==> src/rtl/serial_acc_pkg.sv <==
// Shared constants and types for the serial command accumulator.
// Frame length depends on SERIAL_ACC_PARITY_EN (adds one even-parity bit).
package serial_acc_pkg;

   localparam int CMD_BITS = 2;

`ifdef SERIAL_ACC_PARITY_EN
   localparam int FRAME_BITS = CMD_BITS + 1;
`else
   localparam int FRAME_BITS = CMD_BITS;
`endif

   localparam logic [CMD_BITS-1:0] CMD_NOP  = 2'b00;
   localparam logic [CMD_BITS-1:0] CMD_INC  = 2'b01;
   localparam logic [CMD_BITS-1:0] CMD_DEC  = 2'b10;
   localparam logic [CMD_BITS-1:0] CMD_LOAD = 2'b11;

   typedef enum logic {
      ST_SHIFT = 1'b0,
      ST_EXEC  = 1'b1
   } state_t;

`ifdef SERIAL_ACC_PARITY_EN
   // Even parity over the whole frame: command bits plus parity bit XOR to 0.
   function automatic logic frame_parity_ok(input logic [FRAME_BITS-1:0] f);
      return ~(^f);
   endfunction
`endif

endpackage

==> src/rtl/serial_shift_rx.sv <==
// Serial frame receiver: LSB-first shift register with a bit counter.
// frame_ready flags the edge that captures the final bit of a frame.
module serial_shift_rx
   import serial_acc_pkg::*;
#(
   parameter int N = FRAME_BITS
) (
   input  logic         CLK,
   input  logic         RST,
   input  logic         shift_en,
   input  logic         clr,
   input  logic         control,
   output logic [N-1:0] frame,
   output logic         frame_ready
);

   localparam int CW = $clog2(N + 1);

   logic [N-1:0]  sr_q;
   logic [CW-1:0] cnt_q;

   // New bits enter at the MSB so the first bit received ends up in sr[0].
   always_ff @(posedge CLK or posedge RST) begin
      if (RST) begin
         sr_q  <= '0;
         cnt_q <= '0;
      end else if (clr) begin
         cnt_q <= '0;
      end else if (shift_en) begin
         sr_q  <= {control, sr_q[N-1:1]};
         cnt_q <= cnt_q + CW'(1);
      end
   end

   assign frame       = sr_q;
   assign frame_ready = shift_en && (cnt_q == CW'(N - 1));

endmodule

==> src/rtl/serial_cmd_accumulator.sv <==
// Serial command accumulator: receives 2-bit commands (NOP/INC/DEC/LOAD) and
// applies them to ACC. Optional even-parity frame check via SERIAL_ACC_PARITY_EN.
//
//   state    | meaning
//   ST_SHIFT | collecting frame bits while ser_valid=1
//   ST_EXEC  | one cycle: decode frame, update ACC, input ignored
module serial_cmd_accumulator
   import serial_acc_pkg::*;
#(
   parameter int WIDTH    = 4,
   parameter int PRESET   = 8,
   parameter int SATURATE = 0
) (
   input  logic             CLK,
   input  logic             RST,
   input  logic             control,
   input  logic             ser_valid,
   output logic [WIDTH-1:0] ACC,
   output logic             Zero,
   output logic             Max,
   output logic             busy,
   output logic             cmd_done,
   output logic             parity_err
);

   generate
      if (WIDTH < 2) begin : g_bad_width
         $error("serial_cmd_accumulator: WIDTH must be >= 2");
      end
      if (PRESET < 0 || PRESET >= (2 ** WIDTH)) begin : g_bad_preset
         $error("serial_cmd_accumulator: PRESET must fit in WIDTH bits");
      end
   endgenerate

   localparam logic [WIDTH-1:0] ACC_MAX = {WIDTH{1'b1}};
   localparam logic [WIDTH-1:0] ACC_PRE = WIDTH'(PRESET);

   state_t                  state_q, state_d;
   logic                    exec;
   logic                    shift_en;
   logic [FRAME_BITS-1:0]   frame;
   logic                    frame_ready;
   logic [CMD_BITS-1:0]     cmd;
   logic                    frame_ok;
   logic [WIDTH-1:0]        acc_q, acc_next;
   logic                    done_q;

   assign exec     = (state_q == ST_EXEC);
   assign shift_en = ser_valid && !exec;

   serial_shift_rx #(.N(FRAME_BITS)) u_rx (
      .CLK         (CLK),
      .RST         (RST),
      .shift_en    (shift_en),
      .clr         (exec),
      .control     (control),
      .frame       (frame),
      .frame_ready (frame_ready)
   );

   always_ff @(posedge CLK or posedge RST) begin
      if (RST) state_q <= ST_SHIFT;
      else     state_q <= state_d;
   end

   always_comb begin
      state_d = state_q;
      case (state_q)
         ST_SHIFT: if (frame_ready) state_d = ST_EXEC;
         ST_EXEC:  state_d = ST_SHIFT;
         default:  state_d = ST_SHIFT;
      endcase
   end

   assign cmd = frame[CMD_BITS-1:0];

`ifdef SERIAL_ACC_PARITY_EN
   assign frame_ok = frame_parity_ok(frame);
`else
   assign frame_ok = 1'b1;
`endif

   always_comb begin
      acc_next = acc_q;
      case (cmd)
         CMD_NOP:  acc_next = acc_q;
         CMD_INC:  begin
            if (SATURATE != 0 && acc_q == ACC_MAX) acc_next = acc_q;
            else                                   acc_next = acc_q + WIDTH'(1);
         end
         CMD_DEC:  begin
            if (SATURATE != 0 && acc_q == '0) acc_next = acc_q;
            else                              acc_next = acc_q - WIDTH'(1);
         end
         CMD_LOAD: acc_next = ACC_PRE;
         default:  acc_next = acc_q;
      endcase
   end

   always_ff @(posedge CLK or posedge RST) begin
      if (RST) begin
         acc_q  <= '0;
         done_q <= 1'b0;
      end else begin
         done_q <= 1'b0;
         if (exec && frame_ok) begin
            acc_q  <= acc_next;
            done_q <= 1'b1;
         end
      end
   end

`ifdef SERIAL_ACC_PARITY_EN
   logic perr_q;

   always_ff @(posedge CLK or posedge RST) begin
      if (RST) perr_q <= 1'b0;
      else     perr_q <= exec && !frame_ok;
   end

   assign parity_err = perr_q;
`else
   assign parity_err = 1'b0;
`endif

   assign ACC      = acc_q;
   assign Zero     = (acc_q == '0);
   assign Max      = (acc_q == ACC_MAX);
   assign busy     = exec;
   assign cmd_done = done_q;

endmodule

==> config.mk <==
export PLATFORM = sky130hd
export DESIGN_NAME = serial_cmd_accumulator
export DESIGN_NICKNAME = d
export VERILOG_FILES = /design/src/rtl/serial_acc_pkg.sv /design/src/rtl/serial_shift_rx.sv /design/src/rtl/serial_cmd_accumulator.sv
export SDC_FILE = /design/constraint.sdc
export NUM_CORES = 1
export LEC_CHECK = 0
export CORE_MARGIN = 2
export CORE_UTILIZATION = 35
export CTS_CLUSTER_SIZE = 10
export DETAILED_ROUTE_END_ITERATION = 10
export GPL_TIMING_DRIVEN = 0
export PLACE_DENSITY = 0.71
export SLEW_MARGIN = 20
export SYNTH_ARGS = -nofsm -noshare
export SYNTH_HDL_FRONTEND = slang
export SYNTH_SLANG_ARGS = --single-unit
==> constraint.sdc <==
create_clock -name CLK -period 2.25 [get_ports CLK]
set_input_delay 0.5625 -clock CLK [delete_from_list [all_inputs] [get_ports CLK]]
set_output_delay 0.5625 -clock CLK [all_outputs]
set_load 0.05 [all_outputs]
# Word-level counts from Yosys, hierarchy flattened
# Index checks and enable logic that the tools add are counted.
# op_classes
reduce_logical,8
n_eq_ne,5
n_mux,6
n_bitwise,2
addsub,3
# op_table
op,n
4-bit one-hot mux with 3 select lines,1
4-bit by 1-bit adder with 4-bit output (second input constant),1
2-bit by 1-bit equality test with 1-bit output (second input constant),2
2-bit equality test (second input constant),2
4-bit equality test (second input constant),1
4-bit logical NOT,1
2-bit 2-to-1 mux,2
2-bit AND reduction,2
4-bit by 1-bit subtractor with 4-bit output (second input constant),1
2-bit by 1-bit adder with 2-bit output (second input constant),1
1-bit logical AND,2
2-bit logical NOT,1
1-bit 2-to-1 mux,2
1-bit NOT,2
1-bit one-hot mux with 2 select lines,1
2-bit nonzero test,1
1-bit logical NOT,1
# word_totals
reg_bits,10
word_cells,29
out_inout_bits,9
in_bits,4

# Logic depth before layout (Yosys ltp)
# Gate-level depths: netlist of run 1.
# depth
ltp_word,5
mapped_depth,8
depth_no_buf,7

# Modules after synthesis
# From an unflattened synthesis of run 1, not the netlist that was laid out.
# unflattened
hier_cells,61
hier_area_um2,603.1
# by_module_without_submodules
mod,n_inst,cells_per_inst,area_each_um2,seq_area_each_um2
serial_cmd_accumulator,1,46,411.6,150.1
serial_shift_rx,1,15,191.4,100.1

# Worst setup path before layout of run 1
# Ideal clock, no wire load.
# synth_path
path_type,reg2out
startpoint,"register acc_q[1], in the netlist ACC[1]"
endpoint,output port Zero
required_ns,1.688
path_slack_ns,-0.637
t_arrival_ns,2.324
path_stages_with_launch,3
n_path_buf,1
cell_sequence,dfrtp_1 > buf_4 > nor4_1
# synth_between
elab_chain_cells,1
# synth_rtl
element,line,text
start: declaration,serial_cmd_accumulator.sv:45,"logic [WIDTH-1:0] acc_q, acc_next;"
start signal: assignment,serial_cmd_accumulator.sv:107,acc_q <= acc_next;
4-bit logical NOT,serial_cmd_accumulator.sv:127,assign Zero = (acc_q == '0);
end: declaration,serial_cmd_accumulator.sv:19,"output logic Zero,"
# No other way between the ends.

# Worst setup path in the final report of run 1
# layout_path
startpoint,"register acc_q[0], in the netlist ACC[0]"
endpoint,output port Zero
# The elaborated chain is that of the path after synthesis.

==> results of run 1 <==
[kinds of logic after synthesis]
group	count (synthesis)	synth area share [%]
simple gates	20	17.6
compound gates	12	16.5
flops	10	43.4
buf+inv	8	9.33
xor+xnor	3	4.56
fa+ha+maj	2	4.34
mux	2	3.69
other cells	1	0.650
[cell usage after synthesis (all sizes together), types with 2 or more instances]
cell     n  share of area [%]
inv      3                2.0
ha       2                4.3
o21ai    4                4.1
nand2    8                5.2
nor2     4                2.6
buf      5                7.4
dfrtp   10                 43
o221ai   2                3.0
xnor2    2                3.0
a211oi   2                2.6
[area by class of cell]
| cell class | count | area (sq um) |
|---|---|---|
| clock buffers | 4 | 36.3 |
| fillers | 152 | 761 |
| well taps | 16 | 20.0 |
| repair buffers | 11 | 115 |
| flip-flops and latches | 10 | 250 |
| plain buffers | 5 | 42.5 |
| multi-input cells | 40 | 288 |
| inverters | 3 | 11.3 |
[per-stage QoR]
step,setup slack [ps],instances,power [mW],utilization (%)
finish,89.9,89,1.12,50.1
global route,37.8,89,1.20,50.1
CTS,8.56,89,1.14,49.6
detailed placement,88.9,85,0.980,47.4
global placement,104,85,0.965,47.4
floorplan,57.2,58,0.811,-
[routing by layer]
metal / vias up / wire length [microns]
met4: 0 / 10
met5: - / 0
met2: 12 / 494
met1: 214 / 482
met3: 2 / 48
li1: 229 / -
[what timing repair did]
action | in CTS | in global routing
setup endpoints to repair | 2 | 3
gates resized for setup | 2 | 3
cloned | 0 | 0
[path summary, 6_finish.rpt]
kind / end / from / slack [ps]
max in group asynchronous: ACC[1]$_DFFE_PP0P_ / RST / 1420
worst max-delay path: Zero / ACC[0]$_DFFE_PP0P_ / 90
min in group asynchronous: cmd_done$_DFF_PP0_ / RST / 560
worst min-delay path: cmd_done$_DFF_PP0_ / busy$_DFF_PP0_ / 420
worst min register to register: cmd_done$_DFF_PP0_ / busy$_DFF_PP0_ / 420
worst max register to register: ACC[2]$_DFFE_PP0P_ / u_rx.frame[0]$_DFFE_PP0P_ / 670
[sequential cells by signal (all words and copies together), names as in the netlist]
signal / flops
u_rx.cnt_q: 2
busy: 1
u_rx.frame: 2
cmd_done: 1
ACC: 4
[power groups by stage]
stage	combinational (mW)	sequential, mW	clock (mW)
6_report	0.635	0.325	0.162
5_1_grt	0.684	0.337	0.177
4_1_cts	0.642	0.327	0.170
3_5_place_dp	0.650	0.331	0
3_3_place_gp	0.636	0.329	0
2_1_floorplan	0.360	0.450	0
==> metrics.md, run 1 <==
| Metric | Value |
|---|---|
| Core Box Area | `1520 sq um` |
| Commonest register cell after synthesis | `dfrtp_1` |
| Rel. slew slack | `66.1%` |
| Antenna Diode Count | `0` |
| Mapped Area | `577 sq um` |
| Hold Fails Final Rpt | `0` |
| Net Sw Power | `518 uW` |
| Logic pwr share | `56.6%` |
| Tmin final | `2160 ps` |
| Cells after Synth | `58` |
| # hold bufs at CTS | `0` |
| Die width | `44.6 microns` |
| WP data arrival | `1600 ps` |
| Design area | `763 sq um` |
| Crit path largest cell delay | `550 ps` |
| Syn Nets | `64` |
| YS warnings | `0` |
| Reg power frac | `29.0%` |
| Post-CTS setup repair buffer count | `0` |
| Critical path depth | `2` |
| Worst hold slack | `419 ps` |
| TritonRoute pass-1 iters | `4` |
| M2 GR Usage | `19.7%` |
| Critical path fanouts, max | `9` |
| Clock Latency Late Sink | `270 ps` |
| Detail Route Antenna Nets | `0` |
| Row cnt | `14` |
| Initial Util | `37.8%` |
| Setup CP Type | `reg2out` |
| Slowest cell on the critical path | `dlygate4sd2_1` |
| Ys async rst share | `100%` |
| Post-Route WL | `1.04 mm` |
| Sequential-to-total area share from yosys stat | `43.4%` |
| Worst hold stages | `0` |
| Gr usage total | `12.8%` |
| Die Footprint | `1990 sq um` |
| Total global routing overflow | `0` |
| Vias in the first global route | `429` |
| Most common cell after layout, fill and taps aside | `dfrtp_1` |
| Least-Margin Pin Slew | `508 ps` |
| Cells on worst reg2reg path | `7` |
| Setup TNS | `0 ps` |
| Busiest grt layer | `met2` |
| Crit start category | `register` |
| Vias per cell | `5.13` |
| Initial antenna violation count | `0` |
| Initial DRC count | `2` |
| WP data required | `1690 ps` |
| Leak Pwr | `0.373 nW` |
| Int Power | `603 uW` |
| Synth-to-Final Area Change | `32.3%` |
| GR Util met1 | `16.0%` |
| Status | `finished clean` |
| Cell family with most CP delay | `buffers and inverters` |
| Met3 Use GR | `2.45%` |
| # IOs | `13` |
| Count of final max-slew check failures | `0` |
| Final Setup Violations | `0` |
| Highest clock rate | `463 MHz` |
| Gpl congestion | `0.668` |
| CP Capture Type | `output pin` |
| CTS tree | `yes` |
| Vias | `457` |
| DR DRC count | `0` |
| EDFF count, synth | `0` |
| Clock Tree Root | `clkbuf_4` |
| Worst IR Drop VDD | `637 uV` |
| Dpl hpwl | `746 microns` |
| Synth Register Bits | `10` |
| Clk buf depth | `2` |
| Most frequent cells in the layout | `10 x dfrtp_1, 8 x nand2_1, 6 x clkdlybuf4s50_1` |
| RSZ-0062 raised after global routing | `false` |
| Period utilization | `96.0%` |
| Max-cap violations | `0` |
| Fraction of layout cells with a size suffix above 1 | `20.5%` |
| IO buf count | `11` |
| First-pass GRT wire length | `1.81 mm` |
| Placed Area | `722 sq um` |
| Clock Skew | `4.14 ps` |
| Crit path cell chain | `nor4_4 > dlygate4sd2_1` |
| Die H | `44.6 microns` |
| Bufs and invs on worst path | `1` |
| Drt wl/cell | `11.6 microns` |
| Post-Syn Area per Cell | `9.94 sq um` |
| Sw Share | `46.2%` |
| CTS Sinks | `10` |
| CTS Buf Count | `3` |
| Pwr/cell area | `1470 nW/um^2` |
| Pin count of the biggest net entering global routing | `11` |
| CTS H-Tree Depth | `1` |
| Yosys cell types | `29` |
| Clk slew on worst S/H paths | `70 ps` |
| HP Class | `reg2reg` |
| Clock share of power | `14.5%` |
| Final net count | `80` |
(Power assumes the default switching activity.)
==> inputs of run 2 (changes only) <==
--- a/config.mk
+++ b/config.mk
@@ -5,6 +5,7 @@
 export SDC_FILE = /design/constraint.sdc
 export NUM_CORES = 1
 export LEC_CHECK = 0
+export CAP_MARGIN = 20
 export CORE_MARGIN = 2
 export CORE_UTILIZATION = 35
 export CTS_CLUSTER_SIZE = 10
==> results of run 2 <==
Same layout as run 1: the final DEF is identical, and so are final timing and power.
==> inputs of run 3 (changes only) <==
==> constraint.sdc (replaced) <==
create_clock -name CLK -period 2.42 [get_ports CLK]
set_input_delay 0.605 -clock CLK [delete_from_list [all_inputs] [get_ports CLK]]
set_output_delay 0.605 -clock CLK [all_outputs]
set_load 0.05 [all_outputs]
==> metrics.md, run 3 (synthesized netlist as in run 1, its figures left out) <==
| Metric | Value |
|---|---|
| Antenna Diode Count | `0 (unchanged)` |
| Crit path cell chain | `clkdlybuf4s50_1 (was nor4_4 > dlygate4sd2_1)` |
| Die H | `44.6 microns (unchanged)` |
| Clock Latency Late Sink | `260 ps (was 270 ps)` |
| Layout Cells excl Fill | `89 (unchanged)` |
| Dpl hpwl | `749 microns (was 746 microns)` |
| DR DRC count | `0 (unchanged)` |
| Bufs and invs on worst path | `1 (unchanged)` |
| Crit path largest cell delay | `860 ps (was 550 ps)` |
| Setup CP Type | `reg2out (unchanged)` |
| Total global routing overflow | `0 (unchanged)` |
| Clk buf depth | `2 (unchanged)` |
| Least-Margin Pin Slew | `503 ps (was 508 ps)` |
| RSZ-0062 raised after global routing | `false (unchanged)` |
| Clock Tree Root | `clkbuf_4 (unchanged)` |
| CTS tree | `yes (unchanged)` |
| # hold bufs at CTS | `0 (unchanged)` |
| Most frequent cells in the layout | `10 x dfrtp_1, 9 x clkdlybuf4s50_1, 8 x nand2_1 (was 10 x dfrtp_1, 8 x nand2_1, 6 x clkdlybuf4s50_1)` |
| Max-cap violations | `0 (unchanged)` |
| Initial DRC count | `2 (unchanged)` |
| Crit start category | `register (unchanged)` |
| Vias per cell | `5.03 (was 5.13)` |
| Period utilization | `91.6%` |
| Setup TNS | `0 ps (unchanged)` |
| Final Core Density | `49.3% (was 50.1%)` |
| Max reg flops | `4 (unchanged)` |
| Gr usage total | `12.3% (was 12.8%)` |
| Vias in the first global route | `421 (was 429)` |
| WP data required | `1810 ps (was 1690 ps)` |
| Highest clock rate | `451 MHz` |
| Fraction of layout cells with a size suffix above 1 | `20.5% (unchanged)` |
| Hold Fails Final Rpt | `0 (unchanged)` |
| Initial Util | `37.8% (unchanged)` |
| Post-Route WL | `1.03 mm (was 1.04 mm)` |
| Drt wl/cell | `11.5 microns (was 11.6 microns)` |
| Pwr/cell area | `1360 nW/um^2 (was 1470 nW/um^2)` |
| Die Footprint | `1990 sq um (unchanged)` |
| CTS Buf Count | `3 (unchanged)` |
| Status | `finished clean (unchanged)` |
| CTS H-Tree Depth | `1 (unchanged)` |
| Leak Pwr | `0.340 nW (was 0.373 nW)` |
| Clk slew on worst S/H paths | `70 ps (about the same)` |
| # placed instances | `85 (unchanged)` |
| Tmin final | `2220 ps` |
| Die width | `44.6 microns (unchanged)` |
| Slowest cell on the critical path | `clkdlybuf4s50_1 (was dlygate4sd2_1)` |
| Critical path fanouts, max | `9 (unchanged)` |
| FF-to-FF setup slack | `840 ps (was 670 ps)` |
| Final Setup Violations | `0 (unchanged)` |
| IO buf count | `11 (unchanged)` |
| Core Box Area | `1520 sq um (unchanged)` |
| Worst IR Drop VDD | `579 uV (was 637 uV)` |
| WP data arrival | `1610 ps (was 1600 ps)` |
| TritonRoute pass-1 iters | `4 (unchanged)` |
| Vias | `448 (was 457)` |
| Final net count | `80 (unchanged)` |
| CP Capture Type | `output pin (unchanged)` |
| Clock Skew | `2.80 ps (was 4.14 ps)` |
| Initial antenna violation count | `0 (unchanged)` |
| Cell family with most CP delay | `buffers and inverters (unchanged)` |
| Count of final max-slew check failures | `0 (unchanged)` |
| Rel. slew slack | `66.4% (was 66.1%)` |
| CTS Sinks | `10 (unchanged)` |
| First-pass GRT wire length | `1.77 mm (was 1.81 mm)` |
| Row cnt | `14 (unchanged)` |
| Synth-to-Final Area Change | `30.2% (was 32.3%)` |
| Detail Route Antenna Nets | `0 (unchanged)` |
| Most common cell after layout, fill and taps aside | `dfrtp_1 (unchanged)` |
| Gpl congestion | `0.713 (was 0.668)` |
| HP Class | `reg2reg (unchanged)` |
| Pin count of the biggest net entering global routing | `11 (unchanged)` |
| # IOs | `13 (unchanged)` |
-- run 3: cell types whose count changed in the layout (fill, tap and decap cells not counted) --
| cell | change |
|---|---|
| clkdlybuf4s50_1 | +3 |
| dlygate4sd2_1 | -1 |
| dlymetal6s2s_1 | -2 |
| nor4_2 | +1 |
| nor4_4 | -1 |
-- run 3: power breakdown --
part	switching, mW	internal, mW	total [mW]
registers	0.0658	0.230	0.296
logic	0.348	0.231	0.579
clock network	0.0564	0.0912	0.148
-- run 3: path summary, 6_finish.rpt --
kind / end / start / cells after the start
worst min register to register: cmd_done$_DFF_PP0_ / busy$_DFF_PP0_ / 0
worst min-delay path: cmd_done$_DFF_PP0_ / busy$_DFF_PP0_ / 0
worst max-delay path: ACC[0] / ACC[0]$_DFFE_PP0P_ / 1
max in group asynchronous: ACC[0]$_DFFE_PP0P_ / RST / 2
worst max register to register: ACC[2]$_DFFE_PP0P_ / u_rx.frame[0]$_DFFE_PP0P_ / 7
min in group asynchronous: u_rx.cnt_q[1]$_DFFE_PP0P_ / RST / 2
-- run 3: area by class of cell --
cell class | count | area [sq um]
timing repair buffer | 11 | 111
multi-input combinational | 40 | 279
sequential | 10 | 250
buffer | 5 | 42.5
inverter | 3 | 11.3
tap | 16 | 20.0
clock buffer | 4 | 36.3
fill | 143 | 773
-- run 3: metal layers --
metal	global-route usage [%]	wire [microns]	part of all wire, %	vias to the layer above
met2	18.3	489	48	10
met4	7.27	0	0	0
met5	0	0	0	-
li1	-	-	-	234
met1	15.9	478	47	204
met3	3.27	57	5.6	0
-- run 3: repair_timing --
| action | 4_1_cts | 5_1_grt |
|---|---|---|
| endpoints found under the setup margin | 1 | 1 |
| buffers inserted | 0 | 0 |
| resized for setup | 1 | 1 |
-- run 3: stage by stage --
stage | instance area, sq um | power [mW] | hold slack, ps | worst slack [ps]
after floorplan | 583 | 0.735 | 445 | 64.3
after global placement | 713 | 0.878 | 403 | 239
after detailed placement | 713 | 0.890 | 403 | 211
after CTS | 748 | 1.03 | 424 | 28.0
after global routing | 751 | 1.10 | 443 | 135
final | 751 | 1.02 | 423 | 204
